==> src/rtl/fifo_arb_pkg.sv <==
// fifo_arb_pkg: shared types and the round-robin search helper
// used by the FIFO push-port arbiter.
package fifo_arb_pkg;

  localparam int unsigned MAX_REQ = 16;
  localparam int unsigned MAX_IDW = 4;

  typedef enum logic {
    IDLE  = 1'b0,
    GRANT = 1'b1
  } arb_state_e;

  typedef struct packed {
    logic               found;
    logic [MAX_IDW-1:0] index;
  } pick_t;

  // First set bit of valid, scanning start, start+1, ...
  // modulo num_req. start must be below num_req.
  function automatic pick_t rr_pick(
    input logic [MAX_REQ-1:0] valid,
    input int unsigned        start,
    input int unsigned        num_req
  );
    pick_t       r;
    int unsigned idx;
    r = '0;
    for (int unsigned k = 0; k < MAX_REQ; k++) begin
      idx = start + k;
      if (idx >= num_req) begin
        idx = idx - num_req;
      end
      if ((k < num_req) && !r.found) begin
        if (valid[idx[MAX_IDW-1:0]]) begin
          r.found = 1'b1;
          r.index = idx[MAX_IDW-1:0];
        end
      end
    end
    return r;
  endfunction

endpackage

==> src/rtl/fifo_push_arbiter_picker.sv <==
// rr_priority_picker: combinational round-robin search
// over a request vector from a given start index.
module rr_priority_picker
  import fifo_arb_pkg::*;
#(
  parameter int unsigned NUM_REQ = 4,
  parameter int unsigned IDW     =
    (NUM_REQ > 1) ? $clog2(NUM_REQ) : 1
) (
  input  logic [NUM_REQ-1:0] valid_i,
  input  logic [IDW-1:0]     start_i,
  output logic               found_o,
  output logic [IDW-1:0]     index_o
);

  logic [MAX_REQ-1:0] valid_ext;
  pick_t              pick;

  // Widen to the helper's fixed width and run the search
  always_comb begin
    valid_ext = '0;
    valid_ext[NUM_REQ-1:0] = valid_i;
    pick = rr_pick(valid_ext, 32'(start_i), NUM_REQ);
    found_o = pick.found;
    index_o = IDW'(pick.index);
  end

endmodule

==> src/rtl/fifo_push_arbiter.sv <==
// fifo_push_arbiter: round-robin arbiter sharing one FIFO push port
// among NUM_REQ valid/ready requesters, bounded bursts per grant.
module fifo_push_arbiter
  import fifo_arb_pkg::*;
#(
  parameter int unsigned NUM_REQ    = 4,
  parameter int unsigned FIFO_WIDTH = 8,
  parameter int unsigned BURST_LEN  = 3,
  parameter int unsigned IDW        =
    (NUM_REQ > 1) ? $clog2(NUM_REQ) : 1
) (
  input  logic                          clk,
  input  logic                          rst,
  input  logic [NUM_REQ-1:0]            req_valid,
  input  logic [NUM_REQ*FIFO_WIDTH-1:0] req_data,
  output logic [NUM_REQ-1:0]            req_ready,
  input  logic                          fifo_full,
  output logic                          push,
  output logic [FIFO_WIDTH-1:0]         push_data,
  output logic                          grant_valid,
  output logic [IDW-1:0]                grant_id
);

  localparam int unsigned CW =
    (BURST_LEN > 1) ? $clog2(BURST_LEN) : 1;
  localparam logic [CW-1:0]  LAST_BEAT = CW'(BURST_LEN - 1);
  localparam logic [IDW-1:0] LAST_ID   = IDW'(NUM_REQ - 1);

  arb_state_e      state_q, state_d;
  logic [IDW-1:0]  grant_id_q, grant_id_d;
  logic [IDW-1:0]  rr_ptr_q, rr_ptr_d;
  logic [CW-1:0]   burst_cnt_q, burst_cnt_d;

  logic                  in_grant;
  logic                  owner_valid;
  logic [FIFO_WIDTH-1:0] owner_data;
  logic                  port_open;
  logic                  xfer;
  logic                  last_beat;
  logic                  release_grant;
  logic [IDW-1:0]        id_next;
  logic [IDW-1:0]        pick_start;
  logic                  pick_found;
  logic [IDW-1:0]        pick_idx;

  assign in_grant  = (state_q == GRANT);
  assign port_open = in_grant & ~fifo_full & ~rst;
  assign xfer      = port_open & owner_valid;
  assign last_beat = (burst_cnt_q == LAST_BEAT);

  // The owner gives up the port after its final beat,
  // or at once if it stops presenting data.
  assign release_grant =
    in_grant & (~owner_valid | (xfer & last_beat));

  // Successor index wraps at NUM_REQ, not at 2**IDW
  assign id_next =
    (grant_id_q == LAST_ID) ? '0 : grant_id_q + IDW'(1);

  // Idle searches from the pointer; a releasing owner
  // searches from its successor so it is considered last.
  assign pick_start = in_grant ? id_next : rr_ptr_q;

  rr_priority_picker #(
    .NUM_REQ (NUM_REQ),
    .IDW     (IDW)
  ) u_picker (
    .valid_i (req_valid),
    .start_i (pick_start),
    .found_o (pick_found),
    .index_o (pick_idx)
  );

  // Select the current owner's valid bit and data word
  always_comb begin
    owner_valid = 1'b0;
    owner_data  = '0;
    for (int i = 0; i < NUM_REQ; i++) begin
      if (grant_id_q == IDW'(i)) begin
        owner_valid = req_valid[i];
        owner_data  = req_data[i*FIFO_WIDTH +: FIFO_WIDTH];
      end
    end
  end

  // State and bookkeeping registers
  always_ff @(posedge clk) begin
    if (rst) begin
      state_q     <= IDLE;
      grant_id_q  <= '0;
      rr_ptr_q    <= '0;
      burst_cnt_q <= '0;
    end else begin
      state_q     <= state_d;
      grant_id_q  <= grant_id_d;
      rr_ptr_q    <= rr_ptr_d;
      burst_cnt_q <= burst_cnt_d;
    end
  end

  // Next grant, pointer and burst count
  always_comb begin
    state_d     = state_q;
    grant_id_d  = grant_id_q;
    rr_ptr_d    = rr_ptr_q;
    burst_cnt_d = burst_cnt_q;
    unique case (state_q)
      IDLE: begin
        if (pick_found) begin
          state_d     = GRANT;
          grant_id_d  = pick_idx;
          burst_cnt_d = '0;
        end
      end
      GRANT: begin
        if (release_grant) begin
          rr_ptr_d    = id_next;
          burst_cnt_d = '0;
          if (pick_found) begin
            grant_id_d = pick_idx;
          end else begin
            state_d = IDLE;
          end
        end else if (xfer) begin
          burst_cnt_d = burst_cnt_q + CW'(1);
        end
      end
      default: begin
        state_d = IDLE;
      end
    endcase
  end

  // Port-facing outputs; nothing moves while in reset
  always_comb begin
    push        = xfer;
    push_data   = owner_data;
    grant_valid = in_grant;
    grant_id    = grant_id_q;
    req_ready   = '0;
    for (int i = 0; i < NUM_REQ; i++) begin
      req_ready[i] = port_open & (grant_id_q == IDW'(i));
    end
  end

endmodule

==> config.mk <==
export PLATFORM = sky130hd
export DESIGN_NAME = fifo_push_arbiter
export DESIGN_NICKNAME = d
export VERILOG_FILES = /design/src/rtl/fifo_arb_pkg.sv /design/src/rtl/fifo_push_arbiter_picker.sv /design/src/rtl/fifo_push_arbiter.sv
export SDC_FILE = /design/constraint.sdc
export NUM_CORES = 1
export LEC_CHECK = 0
export ABC_CLOCK_PERIOD_IN_PS = 7100
export BUFFER_PORTS_ARGS = -buffer_cell sky130_fd_sc_hd__buf_2
export CORE_UTILIZATION = 40
export CTS_CLUSTER_DIAMETER = 200
export DETAILED_ROUTE_END_ITERATION = 8
export GPL_TIMING_DRIVEN = 0
export PLACE_DENSITY = 0.74
export SYNTH_ARGS = -nofsm -noshare
export SYNTH_HDL_FRONTEND = slang
export SYNTH_SLANG_ARGS = --single-unit
export TNS_END_PERCENT = 5
==> constraint.sdc <==
create_clock -name clk -period 7.1 [get_ports clk]
set_clock_uncertainty 0.2 [all_clocks]
set_input_delay 0.355 -clock clk [delete_from_list [all_inputs] [get_ports clk]]
set_output_delay 0.355 -clock clk [all_outputs]
set_load 0.02 [all_outputs]
==> impl_metrics.tcl <==
set metrics [dict create \
    grt.total_usage_pct 22.3 \
    ff_latch_area_um2 140 \
    coreArea_um2 2250 \
    p_sw_uw 270 \
    multi_input_area_um2 764 \
    netlist.area_leader.share_pct 14.5 \
    drt_iter0_drc 28 \
    gp_congestion 0.836 \
    pwr-share-comb_pct 79.5 \
    drtPass1Iterations 4 \
    grt_max_degree 11 \
    drc 0 \
    required_ns 7.06 \
    cts-resized-gates 0 \
    setup.worst_path.class "reg2reg" \
    synth.area.top_cells "dfxtp_1 (14%), ha_1 (9.0%), a21oi_1 (8.3%)" \
    die_area_um2 2620 \
    critPathLaunchType "flip-flop" \
    synth_most_common_cell "nor2_1" \
    pwr-share-seq_pct 13.2 \
    rows 17 \
    async_flop_share_pct 0 \
    via_per_inst 5.53 \
    fin_hold_ws_ns 0.170 \
    routed_wl_mm 2.88 \
    synth_edf_count 0 \
    cts_max_level 1 \
    dpl.hpwl_mm 2.39 \
    initial_core_util_pct 43.0 \
    wl_per_cell_um 12.8 \
    cts_tree "built" \
    dieWidth_um 51.2 \
    power-per-cell-area_nw_per_um2 383 \
    fmaxAchievable_mhz 311 \
    worst_pin_slew_ns 0.656 \
    synth_warnings 0 \
    ir_worst_vdd_mv 0.203 \
    clock-sinks 7 \
    insertion_delay_ns 0.25 \
    synthCells 139 \
    yosysUniqueCellTypes 37 \
    dpl_worst_slack_ns 3.90 \
    cts_made_buffers 3 \
    cts-hold-fix-buffers 0 \
    drive_above_1_share_pct 34.0 \
    syn-num-nets 185 \
    syn_area_um2 968 \
    antenna_found_initial 0 \
    pin_count 55 \
    syn2layout_area_growth_pct 34.2 \
    worstPathArrival_ns 3.18 \
    grt_pass1_vias 1117 \
    setup_tns_ns 0 \
    hold_viol_final 0 \
    worstSetupEndpointType "flip-flop" \
    rsz0062_at_grt "false" \
    outcome "finished, final reports clean" \
    post-cts-setup-buffers 0 \
    max_slew_margin_pct 56.2 \
    syn-mean-instance-area_um2 6.97 \
    fin_ws_ns 3.88 \
    grt_remaining_overflow 0 \
    ant_nets 0 \
    slew_violations 0 \
    ys.flop_type "dfxtp_1" \
    io_buffers 54 \
    ys_top_cells_by_count "nor2_1 (17), a21oi_1 (16), o21ai_0 (14)" \
    p_leak_uw 0.000622 \
    finalSetupViolations 0 \
    yosysSeqAreaShare_pct 14.5 \
    layout_min_cycle_time_ns 3.22 \
    clockPowerShare_pct 7.3 \
    cts_root_buf "clkbuf_4" \
    insertedDiodeCount 0 \
    final_nets 244 \
    cts.reportedPaths.clkPinSlew_ns 0.05 \
    crit_path_max_fanout 7 \
    switching_share_pct 54.3 \
    maxCapViolCount 0 \
    num_vias 1245 \
    synth_seq_cells 7 \
    yosysTopAreaCell "dfxtp_1" \
    final.period_utilization_pct 45.3 \
    hold_path.class "in2reg" \
    grt_pass1_wl_mm 4.52 \
    p_int_uw 228 \
    die_h_um 51.2 \
    clk_path_buf_depth 2 \
    n_fill_cell 256 \
]
==> state kept, by name (all words and copies together) (netlist names) <==
| signal | flops |
|---|---|
| grant_id | 2 |
| grant_valid | 1 |
| burst_cnt_q | 2 |
| rr_ptr_q | 2 |
==> worst max-delay path, cell delays in order (launching register included) <==
cell and delay [ns]:
dfxtp_1 0.45, inv_1 0.12, ha_1 0.34, mux2_2 0.33, inv_1 0.13, ha_1 0.26
inv_1 0.12, o311a_1 0.41, o41ai_2 0.53, nand3b_1 0.14, o31ai_1 0.09
==> power groups by stage <==
stage	registers [µW]	logic, µW	clock network [µW]
2_1_floorplan	69.8	286	0
3_3_place_gp	65.2	383	0
3_5_place_dp	66.2	395	0
4_1_cts	65.6	396	37.5
5_1_grt	68.0	441	39.3
6_report	65.6	396	36.4
==> area by class of cell <==
| type | instances | area share [%] |
|---|---|---|
| Multi-Input combinational cell | 118 | 58.8 |
| Timing Repair Buffer | 54 | 20.8 |
| Tap cell | 28 | 2.69 |
| Buffer | 7 | 2.69 |
| Sequential cell | 7 | 10.8 |
| Inverter | 7 | 2.21 |
| Clock buffer | 4 | 2.02 |
==> layout by cell type (no fill, tap or decap), types with 2 or more instances in the layout <==
cell type / Yosys / layout
nand2_1: 13 / 13
inv_1: 6 / 6
o21ai_0: 14 / 14
a21oi_1: 16 / 16
mux2i_1: 3 / 3
ha_1: 7 / 7
clkbuf_4: 0 / 3
o211ai_1: 2 / 2
a22oi_1: 7 / 7
nor2_1: 17 / 17
a221oi_1: 4 / 4
o31ai_1: 2 / 2
nor2b_1: 2 / 2
dfxtp_1: 7 / 7
nand3_1: 2 / 2
o21a_1: 3 / 3
nor3_1: 3 / 3
buf_2: 1 / 55
clkbuf_1: 4 / 5
and2_1: 6 / 6
nand3b_1: 3 / 3
==> path summary, 6_finish.rpt <==
check                            startpoint              to  slack, ns  cells after the start
worst max register to register  grant_id[0]  burst_cnt_q[0]       3.88                     10
worst min-delay path                    rst     grant_valid       0.17                      2
worst min register to register  rr_ptr_q[0]     rr_ptr_q[0]       0.28                      2
worst max-delay path            grant_id[0]  burst_cnt_q[0]       3.88                     10
==> metrics by stage <==
stage	cell area (µm²)	util [%]	std cells	total power [µW]
2_1_floorplan	968	-	139	356
3_3_place_gp	1270	56.5	221	448
3_5_place_dp	1270	56.5	221	461
4_1_cts	1300	57.7	225	499
5_1_grt	1300	57.7	225	548
6_report	1300	57.7	225	498
==> cells by family after synthesis <==
| logic type | count (synthesis) | share of synthesized area, % |
|---|---|---|
| DFF | 7 | 14.5 |
| adders and majority gates | 7 | 9.04 |
| muxes | 5 | 6.59 |
| and+or+nand+nor | 52 | 27.0 |
| AOI/OAI and AO/OA | 54 | 36.3 |
| buffers and inverters | 14 | 6.59 |
==> metal layers <==
metal | track usage (%) | wire length [µm] | vias up
li1 | - | - | 628
met5 | 0 | 0 | -
met2 | 42.3 | 1490 | 42
met4 | 5.56 | 36 | 0
met3 | 2.98 | 170 | 5
met1 | 25.8 | 1180 | 570
Power figures use the tool's default switching activity.
